**src/rtl/min_max_operand_sequencer.sv**
```systemverilog
// ---------------------------------------------------------------------------
// min_max_operand_sequencer
//
// Streaming front end for the max/min calculator HLSM. Three operands arrive
// one at a time on a valid/ready stream (order x, y, z) and are presented to
// the calculator in parallel. The block then runs the calculator's level
// sensitive start/done/ack handshake and hands max/min downstream on a
// valid/ready result port.
//
// Optional build macro: MINMAX_TIMEOUT_EN
//   When defined, a WAIT_DONE watchdog of TIMEOUT_CYCLES cycles is added. On
//   expiry the calculator is acked, no result is produced and the sticky
//   timeout_err flag is raised until the next operand-0 accept.
//   When undefined, WAIT_DONE waits forever and timeout_err is tied to 0.
//
// Ports:
//   clk          rising-edge clock
//   reset_n      asynchronous active-low reset
//   op_data      serial operand (x, then y, then z)
//   op_valid     op_data valid
//   op_ready     sequencer can accept an operand (LOAD only)
//   res_max      captured maximum
//   res_min      captured minimum
//   res_valid    result available (RESULT only)
//   res_ready    downstream accepts result
//   calc_x/y/z   operands to calculator, held stable until rewritten
//   calc_start   one-cycle start pulse
//   calc_ack     one-cycle acknowledge pulse
//   calc_done    calculator DONE_S indication
//   calc_max     calculator maximum
//   calc_min     calculator minimum
//   busy         high in every state except LOAD
//   timeout_err  sticky watchdog flag
// ---------------------------------------------------------------------------
module min_max_operand_sequencer #(
    parameter int WIDTH          = 3,
    parameter int TIMEOUT_CYCLES = 15
) (
    input  logic             clk,
    input  logic             reset_n,
    input  logic [WIDTH-1:0] op_data,
    input  logic             op_valid,
    output logic             op_ready,
    output logic [WIDTH-1:0] res_max,
    output logic [WIDTH-1:0] res_min,
    output logic             res_valid,
    input  logic             res_ready,
    output logic [WIDTH-1:0] calc_x,
    output logic [WIDTH-1:0] calc_y,
    output logic [WIDTH-1:0] calc_z,
    output logic             calc_start,
    output logic             calc_ack,
    input  logic             calc_done,
    input  logic [WIDTH-1:0] calc_max,
    input  logic [WIDTH-1:0] calc_min,
    output logic             busy,
    output logic             timeout_err
);

    typedef enum logic [2:0] {
        LOAD,
        START,
        WAIT_DONE,
        ACK,
        RESULT
    } state_t;

    state_t           state_q, state_d;
    logic [1:0]       idx_q, idx_d;
    logic [WIDTH-1:0] calcX_q, calcX_d;
    logic [WIDTH-1:0] calcY_q, calcY_d;
    logic [WIDTH-1:0] calcZ_q, calcZ_d;
    logic [WIDTH-1:0] resMax_q, resMax_d;
    logic [WIDTH-1:0] resMin_q, resMin_d;

`ifdef MINMAX_TIMEOUT_EN
    localparam int CNT_W = $clog2(TIMEOUT_CYCLES + 1);
    logic [CNT_W-1:0] toCnt_q, toCnt_d;
    logic             toErr_q, toErr_d;
`endif

    // State and datapath registers; everything clears asynchronously.
    always_ff @(posedge clk or negedge reset_n) begin
        if (!reset_n) begin
            state_q  <= LOAD;
            idx_q    <= 2'd0;
            calcX_q  <= '0;
            calcY_q  <= '0;
            calcZ_q  <= '0;
            resMax_q <= '0;
            resMin_q <= '0;
`ifdef MINMAX_TIMEOUT_EN
            toCnt_q  <= '0;
            toErr_q  <= 1'b0;
`endif
        end else begin
            state_q  <= state_d;
            idx_q    <= idx_d;
            calcX_q  <= calcX_d;
            calcY_q  <= calcY_d;
            calcZ_q  <= calcZ_d;
            resMax_q <= resMax_d;
            resMin_q <= resMin_d;
`ifdef MINMAX_TIMEOUT_EN
            toCnt_q  <= toCnt_d;
            toErr_q  <= toErr_d;
`endif
        end
    end

    // Next-state logic. Operand registers are only written in LOAD, so the
    // calculator sees stable x/y/z for the whole handshake.
    always_comb begin
        state_d  = state_q;
        idx_d    = idx_q;
        calcX_d  = calcX_q;
        calcY_d  = calcY_q;
        calcZ_d  = calcZ_q;
        resMax_d = resMax_q;
        resMin_d = resMin_q;
`ifdef MINMAX_TIMEOUT_EN
        toCnt_d  = toCnt_q;
        toErr_d  = toErr_q;
`endif
        case (state_q)
            LOAD: begin
                if (op_valid) begin
                    case (idx_q)
                        2'd0: begin
                            calcX_d = op_data;
                            idx_d   = 2'd1;
`ifdef MINMAX_TIMEOUT_EN
                            toErr_d = 1'b0;
`endif
                        end
                        2'd1: begin
                            calcY_d = op_data;
                            idx_d   = 2'd2;
                        end
                        default: begin
                            calcZ_d = op_data;
                            idx_d   = 2'd0;
                            state_d = START;
                        end
                    endcase
                end
            end
            START: begin
                state_d = WAIT_DONE;
`ifdef MINMAX_TIMEOUT_EN
                toCnt_d = '0;
`endif
            end
            WAIT_DONE: begin
                if (calc_done) begin
                    resMax_d = calc_max;
                    resMin_d = calc_min;
                    state_d  = ACK;
                end
`ifdef MINMAX_TIMEOUT_EN
                // The count reaching the limit on this edge means this is
                // the last permitted WAIT_DONE cycle.
                else if (toCnt_q == CNT_W'(TIMEOUT_CYCLES - 1)) begin
                    toErr_d = 1'b1;
                    state_d = ACK;
                end else begin
                    toCnt_d = toCnt_q + 1'b1;
                end
`endif
            end
            ACK: begin
`ifdef MINMAX_TIMEOUT_EN
                // A set flag here can only come from this episode, because
                // it is cleared when operand 0 of the triple was accepted.
                state_d = toErr_q ? LOAD : RESULT;
`else
                state_d = RESULT;
`endif
            end
            RESULT: begin
                if (res_ready) begin
                    state_d = LOAD;
                end
            end
            default: begin
                state_d = LOAD;
            end
        endcase
    end

    assign op_ready   = (state_q == LOAD);
    assign calc_start = (state_q == START);
    assign calc_ack   = (state_q == ACK);
    assign res_valid  = (state_q == RESULT);
    assign busy       = (state_q != LOAD);
    assign calc_x     = calcX_q;
    assign calc_y     = calcY_q;
    assign calc_z     = calcZ_q;
    assign res_max    = resMax_q;
    assign res_min    = resMin_q;

`ifdef MINMAX_TIMEOUT_EN
    assign timeout_err = toErr_q;
`else
    assign timeout_err = 1'b0;
`endif

endmodule

```
**config.mk**
```make
export PLATFORM = sky130hd
export DESIGN_NAME = min_max_operand_sequencer
export DESIGN_NICKNAME = d
export VERILOG_FILES = /design/src/rtl/min_max_operand_sequencer.sv
export SDC_FILE = /design/constraint.sdc
export NUM_CORES = 1
export LEC_CHECK = 0
export ABC_AREA = 1
export CAP_MARGIN = 20
export CORE_AREA = 4 4 61 63
export CTS_CLUSTER_SIZE = 10
export DETAILED_ROUTE_END_ITERATION = 16
export DIE_AREA = 0 0 65 67
export GPL_TIMING_DRIVEN = 1
export PLACE_DENSITY_LB_ADDON = 0.3
export RECOVER_POWER = 50
export SLEW_MARGIN = 40
export SYNTH_ARGS = -nofsm -noshare
export SYNTH_HDL_FRONTEND = slang
export SYNTH_SLANG_ARGS = --single-unit
```
**constraint.sdc**
```tcl
create_clock -name clk -period 2.5 [get_ports clk]
set_input_delay 0.375 -clock clk [delete_from_list [all_inputs] [get_ports clk]]
set_output_delay 0.375 -clock clk [all_outputs]
set_load 0.02 [all_outputs]
```
==> Yosys cells after proc, flatten, opt, wreduce, memory -nomap -nowiden <==
Index checks and enable logic that the tools add are counted.
{ "word_totals": {"word_cells": 33, "out_inout_bits": 21, "register_bits": 20} }
{ "op_classes": {"n_mux": 6, "n_eq_ne": 9, "reduce_logical": 10, "bitwise_logic": 1} }
{ "op_table": {"columns": ["op", "count"], "rows": [
  ["3-bit case mux with 5 select lines", 1],
  ["3-bit two-way mux", 4],
  ["3-bit AND reduction", 3],
  ["3-bit by 2-bit == test with 1-bit output (second input constant)", 2],
  ["2-bit inequality test (second input constant)", 3],
  ["2-bit case mux with 2 select lines", 1],
  ["2-bit AND reduction", 2],
  ["4-bit AND reduction", 1],
  ["3-bit by 1-bit == test with 1-bit output (second input constant)", 1],
  ["3-bit == test (second input constant)", 1],
  ["3-bit zero test", 1],
  ["3-bit nonzero test", 1],
  ["2-bit by 1-bit == test with 1-bit output (second input constant)", 1],
  ["2-bit zero test", 1],
  ["2-bit by 1-bit inequality test with 1-bit output (second input constant)", 1],
  ["2-bit OR reduction", 1],
  ["1-bit NOT", 1]
]} }

==> Longest topological paths before layout <==
{ "depth": {"word_depth": 5, "depth_mapped": 6} }

==> Worst setup path after synthesis <==
No wires, ideal clock.
{ "synth_path": {"kind": "register to output", "start": "register state_q[1]", "end": "output res_valid", "arrival_ns": 0.998, "path_slack_ns": 1.127, "stages_incl_launch_ff": 2, "required_time_ns": 2.125, "path_buffers": 0, "path_cell_list": "dfrtp_1 nor3_1"} }
{ "synth_via": {"elab_chain_len": 1} }
{ "synth_lines": {"columns": ["item", "line", "source"], "rows": [
  ["start, declared", "68", "state_t state_q, state_d;"],
  ["start signal, assigned", "97", "state_q <= state_d;"],
  ["3-bit == test", "194", "assign res_valid = (state_q == RESULT);"],
  ["end, declared", "46", "output logic res_valid,"]
]} }
Every way passes these cells.

==> Worst setup path after layout <==
{ "layout_path": {"start": "register state_q[2]", "end": "output op_ready"} }
{ "layout_via": {"elab_chain_len": 1} }
{ "layout_lines": {"columns": ["item", "line", "source"], "rows": [
  ["3-bit zero test", "191", "assign op_ready = (state_q == LOAD);"],
  ["end, declared", "43", "output logic op_ready,"]
]} }
Every way passes these cells.

==> results.sh <==
export IMPL_run_status="finished clean"
export IMPL_syn_to_final_growth_pct=42.5
export IMPL_synthesis_nets=120
export IMPL_clock_root_buffer="clkbuf_4"
export IMPL_n_antenna_cell=0
export IMPL_insertion_delay_ps=300
export IMPL_max_slew_margin_pct=29.1
export IMPL_ys_types=16
export IMPL_dp_cells=185
export IMPL_routed_wl_um=2020
export IMPL_seq_area_frac_synth_pct=53.7
export IMPL_viasPerCell=4.10
export IMPL_grt_util_all_layers_pct=10.5
export IMPL_drtAntennaViolNets=0
export IMPL_rsz0062_at_grt="false"
export IMPL_dpl_instance_area_um2=1320
export IMPL_worst_ep_arrival_time_ps=1720
export IMPL_ys_warn_count=0
export IMPL_hpwl_um=1580
export IMPL_fin_tns_setup_ps=0
export IMPL_drtIter0Drc=22
export IMPL_irDropWorstVdd_mv=0.392
export IMPL_slew_violations=0
export IMPL_wl_per_cell_um=10.7
export IMPL_syn_inst=106
export IMPL_post_place_ws_ps=706
export IMPL_cts_buffer_depth=2
export IMPL_powerDensity_nw_per_um2=1280
export IMPL_worst_path_max_fanout=8
export IMPL_leakagePower_nw=0.652
export IMPL_grt_pass1_vias=800
export IMPL_die_width_um=65
export IMPL_hold_viol=0
export IMPL_core_um2=3230
export IMPL_final_instance_count_excl_fill=189
export IMPL_fin_ws_ps=401
export IMPL_port_buffers=33
export IMPL_firstDrtPassIters=4
export IMPL_dieArea_um2=4360
export IMPL_drv_cap=0
export IMPL_path_class="register to output port"
export IMPL_numCtsBuffers=3
export IMPL_start_util_pct=28.8
export IMPL_grt_pass1_wl_um=3550
export IMPL_syn_area_um2=932
export IMPL_die_h_um=67
export IMPL_antenna_found_initial=0
export IMPL_layout_common_cells="nand2_1 (41), clkdlybuf4s50_1 (31), dfrtp_1 (20)"
export IMPL_fin_crit_sh_pct=84.0
export IMPL_cts_setup_buffers=0
export IMPL_cts_resized_gates=0
export IMPL_cts_tree="built"
export IMPL_worst_pin_slew_ps=1060
export IMPL_routabilityCongestion=0.741
export IMPL_skew_ps=3.44
export IMPL_via_count=775
export IMPL_clkTransAtPathRegs_ps=110
export IMPL_remaining_drc_errors=0
export IMPL_ys_seq_elements=20
export IMPL_h_tree_depth=1
export IMPL_synth_area_per_cell_um2=8.79
export IMPL_rows=21
export IMPL_io_pins=35
export IMPL_layout_min_cycle_time_ps=2100
export IMPL_drive_gt1_share_pct=8.39
export IMPL_nets=158
export IMPL_power_mw=1.70
export IMPL_hold_buffers=0
export IMPL_fmax_ghz=0.476
export IMPL_fin_util_pct=41.1
export IMPL_hold_path_class="register to register"
export IMPL_worstPathRequired_ps=2120
export IMPL_fin_area_um2=1330
export IMPL_end_kind="output port"
export IMPL_setup_violations=0
export IMPL_fillers=331
export IMPL_cp_start_kind="register"
export IMPL_final_common_cell="nand2_1"
export IMPL_grt_start_max_net_pins=21
export IMPL_cts_sinks=20
export IMPL_whs_ps=487
export IMPL_gr_total_overflow=0
[critical path, stage by stage, from the launching register on]
cell	delay (ps)
dfrtp_1	470
nor2_8	210
nand2_4	80
inv_4	80
clkdlybuf4s50_1	600
[final cells by class]
| type | instances | area, µm² | area share [%] |
|---|---|---|---|
| tap | 46 | 57.6 | 4.33 |
| clock buffer | 4 | 36.3 | 2.73 |
| sequential | 20 | 500 | 37.7 |
| inverter | 11 | 46.3 | 3.48 |
| multi-input combinational | 74 | 354 | 26.6 |
| timing repair buffer | 34 | 334 | 25.1 |
[final timing paths]
kind | startpoint | end | slack [ps] | depth (start not counted)
min in group asynchronous | reset_n | calc_x[1] | 770 | 2
max in group asynchronous | reset_n | idx_q[1] | 1090 | 2
worst min register to register | calc_z[0] | calc_z[0] | 490 | 2
worst max-delay path | state_q[2] | op_ready | 400 | 4
worst max register to register | state_q[2] | res_max[0] | 1060 | 5
worst min-delay path | calc_z[0] | calc_z[0] | 490 | 2
[kinds of logic after synthesis]
group	share of synthesized area [%]
and+or+nand+nor	35.3
DFF	53.7
buffers and inverters	5.77
AOI/OAI and AO/OA	4.83
other	0.402
[synthesized netlist by cell type, drive strengths merged]
library cell / number / area share (%)
buf: 1 / 0.81
conb: 1 / 0.40
nand3: 8 / 5.6
nor3: 1 / 0.54
nand4: 2 / 1.3
nor2: 10 / 8.1
nand2: 43 / 20
inv: 11 / 5.0
o21ai: 9 / 4.8
dfrtp: 20 / 54
[registers in the layout, summed over array words and instances, names as in the netlist]
| signal | cells |
|---|---|
| res_min | 3 |
| calc_x | 3 |
| idx_q | 2 |
| res_max | 3 |
| state_q | 3 |
| calc_z | 3 |
| calc_y | 3 |
[report_power, final]
part	internal (mW)	switching, mW	total (mW)
logic	0.405	0.526	0.931
clock network	0.0888	0.0974	0.186
registers	0.469	0.112	0.582
[metal layers]
metal | GRT usage, % | vias to the layer above | wire length, µm | share of wire, %
li1 | - | 406 | - | -
met1 | 13.4 | 355 | 925 | 46
met2 | 16.6 | 12 | 984 | 49
met3 | 1.85 | 2 | 73 | 3.6
met4 | 6.33 | 0 | 32 | 1.6
met5 | 0 | - | 0 | 0
(Power assumes the default switching activity.)
